===== config.mk =====
export PLATFORM = sky130hd
export DESIGN_NAME = vga_timing_gen
export DESIGN_NICKNAME = d
export VERILOG_FILES = /design/src/rtl/vga_timing_pkg.sv /design/src/rtl/vga_sync_delay.sv /design/src/rtl/vga_timing_gen.sv
export SDC_FILE = /design/constraint.sdc
export NUM_CORES = 1
export LEC_CHECK = 0
export BUFFER_PORTS_ARGS = -buffer_cell sky130_fd_sc_hd__buf_2
export CAP_MARGIN = 10
export CORE_ASPECT_RATIO = 0.8
export CORE_UTILIZATION = 30
export CTS_CLUSTER_SIZE = 24
export DETAILED_ROUTE_END_ITERATION = 7
export GPL_TIMING_DRIVEN = 0
export HOLD_SLACK_MARGIN = 0.12
export PLACE_DENSITY_LB_ADDON = 0.2
export SYNTH_ARGS = -nofsm -noshare
export SYNTH_HDL_FRONTEND = slang
export SYNTH_SLANG_ARGS = --single-unit

===== constraint.sdc =====
create_clock -name vga_clk -period 5.65 [get_ports vga_clk]
set_input_delay 1.13 -clock vga_clk [delete_from_list [all_inputs] [get_ports vga_clk]]
set_output_delay 1.13 -clock vga_clk [all_outputs]
set_load 0.05 [all_outputs]

===== src/rtl/vga_timing_pkg.sv =====
// Shared types, defaults and span arithmetic for the parametrised VGA timing generator.
package vga_timing_pkg;

  localparam int COORD_W = 16;

  localparam int DEF_H_ACTIVE = 640;
  localparam int DEF_H_FRONT  = 16;
  localparam int DEF_H_SYNC   = 96;
  localparam int DEF_H_BACK   = 48;
  localparam int DEF_V_ACTIVE = 480;
  localparam int DEF_V_FRONT  = 10;
  localparam int DEF_V_SYNC   = 2;
  localparam int DEF_V_BACK   = 33;

  typedef struct packed {
    int total;
    int vis_first;
    int vis_end;
  } span_t;

  typedef struct packed {
    logic               hs;
    logic               vs;
    logic               vis;
    logic [COORD_W-1:0] x;
    logic [COORD_W-1:0] y;
    logic               line_start;
    logic               frame_start;
    logic               vblank;
  } sync_bundle_t;

  // Period order is sync, back porch, active, front porch.
  function automatic span_t calc_span(input int sync, input int back,
                                      input int active, input int front);
    span_t s;
    s.total     = sync + back + active + front;
    s.vis_first = sync + back;
    s.vis_end   = sync + back + active;
    return s;
  endfunction

endpackage


===== src/rtl/vga_sync_delay.sv =====
// Enable-qualified shift register of DEPTH stages; DEPTH = 0 is a plain wire.
module vga_sync_delay #(
  parameter int W     = 1,
  parameter int DEPTH = 0
) (
  input  logic         clk,
  input  logic         rst_n,
  input  logic         en,
  input  logic [W-1:0] d,
  output logic [W-1:0] q
);

  if (DEPTH == 0) begin : g_pass
    logic unused_ctl;
    assign unused_ctl = clk ^ rst_n ^ en;
    assign q = d;
  end else begin : g_sr
    logic [DEPTH-1:0][W-1:0] sr;

    // NOTE: every stage is reset so HS/VS come out inactive while reset_n is low.
    always_ff @(posedge clk or negedge rst_n) begin
      if (!rst_n) begin
        sr <= '0;
      end else if (en) begin
        // NOTE: non-blocking assignment makes each stage take the pre-edge value of its neighbour.
        sr[0] <= d;
        for (int i = 1; i < DEPTH; i++) sr[i] <= sr[i-1];
      end
    end

    assign q = sr[DEPTH-1];
  end

endmodule


===== src/rtl/vga_timing_gen.sv =====
// Parametrised VGA timing generator with clock enable and output delay line.
// Optional genlock input ext_vs is enabled by defining VGA_TIMING_GENLOCK_EN.
module vga_timing_gen
  import vga_timing_pkg::*;
#(
  parameter int H_ACTIVE = DEF_H_ACTIVE,
  parameter int H_FRONT  = DEF_H_FRONT,
  parameter int H_SYNC   = DEF_H_SYNC,
  parameter int H_BACK   = DEF_H_BACK,
  parameter int V_ACTIVE = DEF_V_ACTIVE,
  parameter int V_FRONT  = DEF_V_FRONT,
  parameter int V_SYNC   = DEF_V_SYNC,
  parameter int V_BACK   = DEF_V_BACK,
  parameter int HS_POL   = 0,
  parameter int VS_POL   = 0,
  parameter int PIPE_DLY = 0,
  parameter int XW       = 11,
  parameter int YW       = 10
) (
  input  logic          vga_clk,
  input  logic          reset_n,
  input  logic          clk_en,
`ifdef VGA_TIMING_GENLOCK_EN
  input  logic          ext_vs,
`endif
  output logic          HS,
  output logic          VS,
  output logic          blank_n,
  output logic [XW-1:0] xPos,
  output logic [YW-1:0] yPos,
  output logic          line_start,
  output logic          frame_start,
  output logic          vblank_irq,
  output logic [7:0]    frame_cnt
);

  localparam span_t H_SPAN = calc_span(H_SYNC, H_BACK, H_ACTIVE, H_FRONT);
  localparam span_t V_SPAN = calc_span(V_SYNC, V_BACK, V_ACTIVE, V_FRONT);

  if (H_SPAN.total > (1 << XW) || XW > COORD_W) begin : g_bad_h
    $error("vga_timing_gen: horizontal total does not fit XW");
  end
  if (V_SPAN.total > (1 << YW) || YW > COORD_W) begin : g_bad_v
    $error("vga_timing_gen: vertical total does not fit YW");
  end
  if (PIPE_DLY < 0 || PIPE_DLY > 7) begin : g_bad_dly
    $error("vga_timing_gen: PIPE_DLY must be 0..7");
  end

  localparam logic [XW-1:0] H_LAST      = XW'(H_SPAN.total - 1);
  localparam logic [XW-1:0] H_SYNC_END  = XW'(H_SYNC);
  localparam logic [XW-1:0] H_VIS_FIRST = XW'(H_SPAN.vis_first);
  localparam logic [XW-1:0] H_VIS_LAST  = XW'(H_SPAN.vis_end - 1);
  localparam logic [YW-1:0] V_LAST      = YW'(V_SPAN.total - 1);
  localparam logic [YW-1:0] V_SYNC_END  = YW'(V_SYNC);
  localparam logic [YW-1:0] V_VIS_FIRST = YW'(V_SPAN.vis_first);
  localparam logic [YW-1:0] V_VIS_LAST  = YW'(V_SPAN.vis_end - 1);
  localparam logic [YW-1:0] V_IRQ_LINE  = YW'(V_SPAN.vis_end);
  localparam logic          HAS_IRQ     = (V_SPAN.vis_end < V_SPAN.total);
  localparam logic          HS_ACT      = (HS_POL != 0);
  localparam logic          VS_ACT      = (VS_POL != 0);

  logic [XW-1:0] h_cnt;
  logic [YW-1:0] v_cnt;
  logic          restart;

`ifdef VGA_TIMING_GENLOCK_EN
  logic [2:0] ext_sync;
  logic       ext_rise;
  logic       gl_pend;

  // Two synchroniser flops, third flop is edge history; edge is held until the next enabled cycle.
  always_ff @(posedge vga_clk or negedge reset_n) begin
    if (!reset_n) begin
      ext_sync <= '0;
      gl_pend  <= 1'b0;
    end else begin
      ext_sync <= {ext_sync[1:0], ext_vs};
      if (clk_en)        gl_pend <= 1'b0;
      else if (ext_rise) gl_pend <= 1'b1;
    end
  end

  assign ext_rise = ext_sync[1] & ~ext_sync[2];
  assign restart  = (gl_pend | ext_rise) & ~((h_cnt == '0) && (v_cnt == '0));
`else
  assign restart = 1'b0;
`endif

  always_ff @(posedge vga_clk or negedge reset_n) begin
    if (!reset_n) begin
      h_cnt <= '0;
      v_cnt <= '0;
    end else if (clk_en) begin
      if (restart) begin
        h_cnt <= '0;
        v_cnt <= '0;
      end else if (h_cnt == H_LAST) begin
        h_cnt <= '0;
        v_cnt <= (v_cnt == V_LAST) ? '0 : v_cnt + 1'b1;
      end else begin
        h_cnt <= h_cnt + 1'b1;
      end
    end
  end

  sync_bundle_t dec, stage0, fin;
  logic         h_vis, v_vis;

  always_comb begin
    // NOTE: assigning a default first keeps every field driven on all paths, so no latch.
    dec             = '0;
    h_vis           = (h_cnt >= H_VIS_FIRST) && (h_cnt <= H_VIS_LAST);
    v_vis           = (v_cnt >= V_VIS_FIRST) && (v_cnt <= V_VIS_LAST);
    dec.hs          = (h_cnt < H_SYNC_END);
    dec.vs          = (v_cnt < V_SYNC_END);
    dec.vis         = h_vis && v_vis;
    dec.x           = h_vis ? COORD_W'(h_cnt - H_VIS_FIRST) : '0;
    dec.y           = v_vis ? COORD_W'(v_cnt - V_VIS_FIRST) : '0;
    dec.line_start  = (h_cnt == '0);
    dec.frame_start = (h_cnt == '0) && (v_cnt == '0);
    dec.vblank      = HAS_IRQ && (h_cnt == '0) && (v_cnt == V_IRQ_LINE);
  end

  logic en_q;

  always_ff @(posedge vga_clk or negedge reset_n) begin
    if (!reset_n) begin
      stage0    <= '0;
      en_q      <= 1'b0;
      frame_cnt <= '0;
    end else begin
      en_q <= clk_en;
      if (clk_en) stage0 <= dec;
      if (clk_en && fin.frame_start) frame_cnt <= frame_cnt + 8'd1;
    end
  end

  vga_sync_delay #(
    .W     ($bits(sync_bundle_t)),
    .DEPTH (PIPE_DLY)
  ) u_delay (
    .clk   (vga_clk),
    .rst_n (reset_n),
    .en    (clk_en),
    .d     (stage0),
    .q     (fin)
  );

  // Strobes are gated by the registered enable so they last one vga_clk cycle at any duty.
  assign HS          = fin.hs ? HS_ACT : ~HS_ACT;
  assign VS          = fin.vs ? VS_ACT : ~VS_ACT;
  assign blank_n     = fin.vis;
  assign xPos        = fin.x[XW-1:0];
  assign yPos        = fin.y[YW-1:0];
  assign line_start  = fin.line_start & en_q;
  assign frame_start = fin.frame_start & en_q;
  assign vblank_irq  = fin.vblank & en_q;

  logic unused_coord;
  assign unused_coord = ^{fin.x, fin.y};

endmodule


[Word-level counts from Yosys, hierarchy flattened]
Index checks and enable logic that the tools add are counted.
Word-level totals
  bits in registers: 57
  bits of input ports: 3
  word-level logic and storage cells: 44
Cells by class
  add/subtract/negate cells: 5
  $lt $le $gt $ge: 6
  eq/ne operators: 3
  multiplexer cells: 6
  bitwise operators: 3
  reduce and logical (&&, ||, !) cells: 9
Operator list (number)
  $mux 11: 2
  $eq 10x10->1 const B: 2
  $mux 10: 2
  $add 11x1->11 const B: 1
  $eq 11x10->1 const B: 1
  $ge 11x8->1 const B: 1
  $le 11x10->1 const B: 1
  $logic_not 11->1: 1
  $lt 11x7->1 const B: 1
  $sub 11x8->11 const B: 1
  $add 10x1->10 const B: 1
  $ge 10x6->1 const B: 1
  $le 10x10->1 const B: 1
  $logic_not 10->1: 1
  $lt 10x2->1 const B: 1
  $sub 10x6->10 const B: 1
  $add 8x1->8 const B: 1
  $logic_and 1x1->1: 6
  $and 1x1->1: 3
  $mux 1: 2
  $reduce_and 2->1: 1

[Depth between registers and ports, before layout]
Gate-level depths: netlist of the first run.
  word-level depth: 3
  gate-level depth with buffers: 8
  gate-level depth less buffers: 6

[Cells and area by module]
Synthesis of the first run repeated with hierarchy kept, for this count alone.
Second synthesis, totals
  cell total of the unflattened synthesis: 348
  area total of the unflattened synthesis: 3487.1 um^2
Modules (own cells, without submodules)
  vga_timing_gen: instances 1, cells an instance 310, area an instance 3201.8 um^2, seq. area each 1476.4 um^2
  vga_sync_delay: instances 1, cells an instance 38, area an instance 285.3 um^2, seq. area each 0.0 um^2

[Least setup slack after synthesis of the first run]
No wires, ideal clock.
  kind: input to register
  start: input clk_en
  end: register frame_cnt[7]
  setup time: 0.140 ns
  arrival: 2.021 ns
  slack: 3.489 ns
  stages: 4
  buffers on the path: 1
  path through: buf_2 -> nand2_1 -> or4_1 -> xnor2_1
Between the ends
  cells in the longest elaborated chain, start to end: 1
RTL lines
  start: declaration: line vga_timing_gen.sv:22  | input logic clk_en,
  $logic_and 1x1->1: line vga_timing_gen.sv:135  | if (clk_en && fin.frame_start) frame_cnt <= frame_cnt + 8'd1;
  end signal: assignment: line vga_timing_gen.sv:135
  end: declaration: line vga_timing_gen.sv:34  | output logic [7:0] frame_cnt
Every way passes these cells.
A chain may end at the register's enable or synchronous reset.

[Worst setup path in the final report of the first run]
  start: input clk_en
  end: register stage0[23] (netlist name)
RTL lines
  end signal: assignment: line vga_timing_gen.sv:129  | stage0 <= '0;
  end signal: assignment: line vga_timing_gen.sv:134  | if (clk_en) stage0 <= dec;
  end: declaration: line vga_timing_gen.sv:107  | sync_bundle_t dec, stage0, fin;
No word-level cell between the ends.

==> results list, run 1 <==
* Number of H-tree branching levels: 3
- Number of buffers inserted by port buffering: 37
- Relative contribution of sequential cells to total power: 0.384
- Post-DR vias/cell: 4.69
* R2r worst-path depth: 5
- Of the total synthesized cell area, the portion taken by full adders, half adders and majority gates is 0.0361.
* Final period utilization: 0.398
- Largest family of logic cells by synthesized area: simple AND/OR/NAND/NOR gates
* Number of global-route vias before repair: 2232
- In this run the power density over the cells is 314 nW/µm².
- For this run, the share of the core covered by cells in the final layout is 0.387.
- Relative area change from synthesis to final layout: 22.6%
- The repair_antennas step left the layout with diodes totalling 0.
* Clock transition at the register clock pins on the worst setup and hold paths after CTS: 50 ps
- RSZ-0062 raised after global routing: false
- Internal power summed over all cells: 897 µW
- 38 I/O pins were placed.
* Switching share of power: 0.254
* CTS tree: done
- Gate Count Post-Synth: 309
- Run status: completed
- The initial antenna violation count is 0.
* Post-CTS setup buffers: 0
* Count of unique library cells instantiated by Yosys: 48
* Path class of the lowest-slack min-delay path: flop to flop
- Clk sinks: 57
- Count of cells resized by post-cts repair: 0
* Kind of end point of the critical path: flop
- The cell sitting at the root of the clock tree is a clkbuf_16.
- Leading cell types in the layout, fill and taps excluded: dfrtp_1, buf_2, nand2_1, xnor2_1, buf_4
* Most instantiated flip-flop cell in the synthesis netlist: dfrtp_1
* Proportion of synthesized area in mux cells: 0.0104
* Critical path required time: 5850 ps
- Average detailed-routed wire length per instance: 13.8 µm
- In this run, synthesis inferred 0 flip-flops with an integrated enable.
* Worst Tran Pin Value: 685 ps
- Net count after synthesis: 321
* Hold depth: 1
* Largest fanout on the critical path: 10
* Setup-violating endpoint count in the final report: 0
* Setup TNS Final: 0 ps
- Switching Power: 305 µW
- STA puts the critical path data arrival time at 2450 ps.
* GRT Util Overall: 0.144
* Most common cell after layout, fill and taps aside: dfrtp_1
- Leftover overflow at the end of global routing: 0
- The final hold violation count is 0.
* Row cnt: 32
- In this run the deepest clock path goes through 2 buffers.
- Max-slew violation total from the final report: 0
* Maximum number of pins on one net before global-route repair: 30
- Number of remaining DRC errors: 0
- The number of hold buffers added after CTS was 0.
* Area of the die: 10800 µm²
* Post-synthesis simple-gate area fraction: 0.160
* Clock period minus final worst setup slack: 2250 ps
* Number of synthesized register bits: 57
* Yosys synthesis warning count: 0
- The count of nets left with antenna violations once routing finished came out at 0.
* Number of detailed-route iterations in the first pass: 4
* Normalized max-slew margin: 0.544
* Xor/xnor cell area share of the yosys netlist: 0.0927
* Die extent in x: 116 µm
- Final weighted congestion in routability-driven placement: 0.776
* Max capacitance violation total: 0
- Part of the Yosys area used for sequential elements: 0.457
- Max Clock Skew: 6.71 ps
- Total number of vias: 2341
* Die height: 93.2 µm
* Maximum achievable frequency: 0.445 GHz
- Final net count: 370
* Routed wire length: 6.90 mm
- The worst setup path is launched from an input pin.
- In this run the cell area of the synthesized design comes to 3120 µm².
- VDD IR max: 0.000163 V
* Type of the worst setup path: input pin to flop
- Area of the core: 9890 µm²
- Final HPWL DP: 4.93 mm
- Each instance of the synthesized netlist takes up on average 10.1 µm².
- Number of buffers created by CTS: 9
* Share of synthesized registers carrying an async set or reset: 1.00
- Comb power frac: 0.120
- The analysis attributes to cell leakage a power of 0.00183 µW.
- Wire length of the first global-routing pass: 11.7 mm
- The detailed router finished its first iteration with 109 violations.
- In the final layout, the share of cells above drive strength 1 is 0.251.
- The share of total power dissipated in the clock network is 0.496.
- Share of the synthesized area in compound gates (AO/OA/AOI/OAI): 0.138
- For the worst-skew pair, the clock arrives at the later sink with an insertion delay of 330 ps.
* Layout fillers: 1024
* Effective utilization at floorplan: 0.315
-- synthesized netlist by cell type, types with 2 or more instances --
cell       instances  area share
a21oi_1           13       0.021
nor2b_1            2      0.0040
and2_1             6       0.012
nand4_1            6       0.012
clkbuf_1           9       0.011
mux2_2             2      0.0072
nand2_1           29       0.035
or3_1              2      0.0040
dfrtp_1           57        0.46
a21o_1             3      0.0072
o32ai_1            3      0.0084
nor4_1             5       0.010
and4_1             4       0.011
o22ai_1            2      0.0040
xnor2_1           23       0.065
o41ai_1            9       0.025
buf_1              2      0.0024
or4_1              2      0.0048
xor2_1            10       0.028
inv_1             18       0.022
buf_6              2      0.0072
nor2_1            14       0.017
ha_1               9       0.036
nor3_1             7       0.011
o2bb2ai_1         10       0.028
buf_2              7       0.011
and3_1             3      0.0060
o21ai_0            3      0.0048
nand3_1            8       0.013
buf_4             21       0.051
-- power by group through the flow --
stage | Combinational [µW] | Clock (µW) | Sequential (µW)
3_3_place_gp | 141 | 0 | 467
3_5_place_dp | 144 | 0 | 467
6_report | 144 | 596 | 462
5_1_grt | 160 | 626 | 466
4_1_cts | 145 | 611 | 461
2_1_floorplan | 109 | 0 | 456
-- stage by stage --
stage / hold slack, ps / cells / total power, µW / setup WS [ps] / instance area [µm²]
global route: 503 / 499 / 1250 / 3230 / 3820
floorplan: 446 / 309 / 564 / 3490 / 3120
detailed placement: 467 / 483 / 612 / 3080 / 3490
global placement: 455 / 482 / 607 / 3060 / 3470
CTS: 478 / 499 / 1220 / 3380 / 3820
finish: 467 / 499 / 1200 / 3400 / 3820
-- sequential cells by signal, summed over array words and instances (netlist names) --
name       flops
v_cnt         10
en_q           1
frame_cnt      8
stage0        27
h_cnt         11
-- cells by family after synthesis --
logic type | after synthesis
AO/OA/AOI/OAI | 54
AND/OR/NAND/NOR | 93
XOR/XNOR | 33
buffers and inverters | 60
flip-flops | 57
multiplexers | 3
adder cells (fa/ha/maj) | 9
-- area by class of cell --
type / instances / area, µm² / area share
clock buffers: 11 / 253 / 0.0661
multi-input cells: 192 / 1370 / 0.357
inverters: 19 / 71.3 / 0.0186
clock inverters: 5 / 77.6 / 0.0203
flip-flops and latches: 57 / 1430 / 0.373
plain buffers: 41 / 256 / 0.0671
well taps: 136 / 170 / 0.0445
repair buffers: 38 / 205 / 0.0536
-- per-layer routing --
metal	vias up	wire length, µm	GRT usage
met5	-	0	0
met4	0	95	0.0513
met3	9	316	0.0415
met2	49	2810	0.192
met1	1124	3680	0.215
li1	1159	-	-
-- worst max-delay path, stage by stage --
cell and delay [ps]:
buf_2 80, buf_2 240, clkinv_1 240, clkbuf_1 320, o41ai_1 430
-- final timing paths --
path	start	endpoint	slack (ps)
max in group asynchronous	reset_n	frame_cnt[0]	4220
hold / removal	frame_cnt[7]	frame_cnt[7]	470
hold reg to reg	frame_cnt[7]	frame_cnt[7]	470
setup reg to reg	v_cnt[1]	stage0[6]	3410
setup / recovery	clk_en	stage0[23]	3400
min in group asynchronous	reset_n	stage0[8]	840
Power figures use the tool's default switching activity.
==> inputs of run 2 (changes only) <==
Settings changed: ABC_AREA from default to 1.
Clock period 5.65 ns to 2.3 ns, I/O delays scaled along.
==> results list, run 2 <==
- Share of post-route cells with drive strength above 1: 0.251
- Critical path required time: 2550 ps
- RSZ-0062 raised after global routing: false
- Maximum achievable frequency: 0.573 GHz
- The number of setup buffers added after CTS is 0.
- GRT Util Overall: 0.139
- Die height: 96.6 µm
* Count of unique library cells instantiated by Yosys: 35
- Share of synthesized registers carrying an async set or reset: 1.00
- CTS tree: done
* Number of buffers inserted by port buffering: 37
- Kind of end point of the critical path: flop
* Wire length of the first global-routing pass: 12.8 mm
- Effective utilization at floorplan: 0.308
* Run status: completed
- The area growth from synthesis to layout is 21.2%.
- Inserted Diodes: 0
* Number of placed cells counting well taps: 590
* Latest clock arrival within the worst-skew pair: 330 ps
- Final period utilization: 0.759
* Setup TNS Final: 0 ps
- Stage delay of the slowest cell on the critical path: 390 ps
* Maximum number of pins on one net before global-route repair: 35
- Average detailed-routed wire length per instance: 12.0 µm
- The largest individual stage delay along the critical path comes from the cell dfrtp_1.
- For this design the static power due to leakage is 0.00213 µW.
- Number of global-route vias before repair: 2634
- Leftover overflow at the end of global routing: 0
* Area of the mapped netlist: 3360 µm²
* Yosys synthesis warning count: 0
* Net count after synthesis: 420
- Number of buffers created by CTS: 9
* Final net count: 469
* Top cell type's share of synthesized area: 0.425
- Max Root-Sink Buffers: 2
- Path class of the lowest-slack min-delay path: input pin to asynchronous set/reset pin
- Counting every instance in the synthesized netlist gives 408.
- Routed wire length: 7.26 mm
* Violation count after the first detailed-routing iteration: 132
- Most numerous cell in the Yosys netlist: nand2_1
* Clock root cell: clkbuf_16
- Across the routed clock network, the largest skew measured is 4.05 ps.
- The first detailed-routing pass ran for 4 iterations.
- Of the synthesized area, sequential elements account for 0.425.
- Count of non-filler cells in the finished layout: 606
- Number of flip-flops under the largest register name: 27
- Initial antenna violation count: 0
- Setup slack on the critical path of the routed design comes to 553 ps.
- Arr. time, crit path: 1990 ps
- Top cells by area, synth: dfrtp_1, nand2_1, xor2_1
- For this run, the share of the core covered by cells in the final layout is 0.374.
- The library cell used most frequently in the layout, excluding fill and tap cells, is nand2_1.
* Type of the worst setup path: flop to flop
- In the layout the commonest cells are nand2_1, dfrtp_1, inv_1, buf_2, nor2_1.
* Crit start category: flop
- Post-DR vias/cell: 4.43
- The worst pin sits at a relative slew slack of 0.446.
* Clock transition at the register clock pins on the worst setup and hold paths after CTS: 50 ps
- dfrtp_1 takes more of the synthesized area than any other cell.
- Worst-path cell chain: inv_1 > ha_1 > nand2_1 > nor2_1 > nand2_1 > nand2_1 > nand2_1 > buf_6 > o21bai_1
- The routed design could run at a clock period as short as 1750 ps.
* VDD IR max: 0.000415 V
- Total count of hold-check failures in the final report: 0
- The count of nets left with antenna violations once routing finished came out at 0.
- Syn avg cell area: 8.23 µm²
- Count of cells resized by post-cts repair: 0
- CTS built an H-tree with a depth of 3.
* Die extent in x: 120 µm
- Register bank with the most flops: stage0
- Max capacitance violation total: 0
- Overall power of the completed layout: 3700 µW
- In this run the count of I/O pins placed on the die edge is 38.
- Setup violations remaining at the end of the flow were counted as 0.
* Registers with the most flip-flops: stage0 (27), h_cnt (11), v_cnt (10)
- Worst setup slack before clock tree synthesis: 469 ps
* Row cnt: 34
* Total number of vias: 2685
* Final weighted congestion in routability-driven placement: 0.836
- The cell that appears most often on the critical path is nand2_1.
- Max-slew violation total from the final report: 0
- Worst Tran Pin Value: 831 ps
- The tree built by TritonCTS fans out to 57 sinks.
- After clock tree synthesis, the flow added hold-fix buffers numbering 0.
* Number of remaining DRC errors: 0
- Number of synthesized register bits: 57
- Area of the core: 10900 µm²
- The wire-length estimate of the detail-placed layout is 5.38 mm.
- Along the worst path, the maximum fanout reaches 10.
- Area of the die: 11600 µm²
* Top cells by instance count after synthesis: nand2_1, dfrtp_1, inv_1
- Dividing total power by cell area gives a power density of 909 nW/µm².
- Number of enable-type register cells in the synthesized netlist: 0
- The most used flip-flop cell after synthesis is dfrtp_1.
==> run 2: final cells by class <==
class,count,area [µm²]
buffer,33,239
clock buffer,9,225
clock inverter,7,103
fill,1159,6820
inverter,58,220
multi-input combinational,260,1470
sequential,57,1430
tap,144,180
timing repair buffer,38,205
==> run 2: logic make-up after synthesis <==
group,after synthesis,share of synthesized area
AO/OA/AOI/OAI,45,0.0887
buffers and inverters,91,0.137
adder cells (fa/ha/maj),9,0.0335
flip-flops,57,0.425
multiplexers,1,0.00335
AND/OR/NAND/NOR,179,0.245
XOR/XNOR,26,0.0678
==> run 2: metal layers <==
| layer | routed length (µm) | track usage |
|---|---|---|
| met3 | 253 | 0.0283 |
| met4 | 150 | 0.0684 |
| met1 | 3730 | 0.192 |
| met2 | 3130 | 0.207 |
| met5 | 0 | 0 |
==> run 2: report_power, final <==
part / leakage [µW] / switching, µW / internal, µW
logic: 0.00126 / 654 / 330
clock network: 0.000157 / 514 / 958
registers: 0.000720 / 113 / 1130
==> run 2: final timing paths <==
check	startpoint	slack (ps)	depth (start not counted)	end
min reg2reg	stage0[4]	480	2	stage0[4]
min	reset_n	230	1	h_cnt[8]
max reg2reg	h_cnt[5]	550	9	stage0[23]
max	h_cnt[5]	550	9	stage0[23]
max in group asynchronous	reset_n	1460	2	stage0[12]
min in group vga_clk	clk_en	250	1	en_q
==> run 2: critical path, delay by kind of cell, from the launching register on <==
| family | cells | cell delay, ps |
|---|---|---|
| adders and majority gates | 1 | 240 |
| and+or+nand+nor | 5 | 500 |
| DFF | 1 | 390 |
| AOI/OAI and AO/OA | 1 | 150 |
| buffers and inverters | 2 | 370 |
==> run 2: metrics by stage <==
stage / hold slack (ps) / cell area [µm²]
floorplan: 164 / 3360
global route: 244 / 4070
finish: 231 / 4070
global placement: 452 / 3720
detailed placement: 473 / 3740
CTS: 243 / 4070
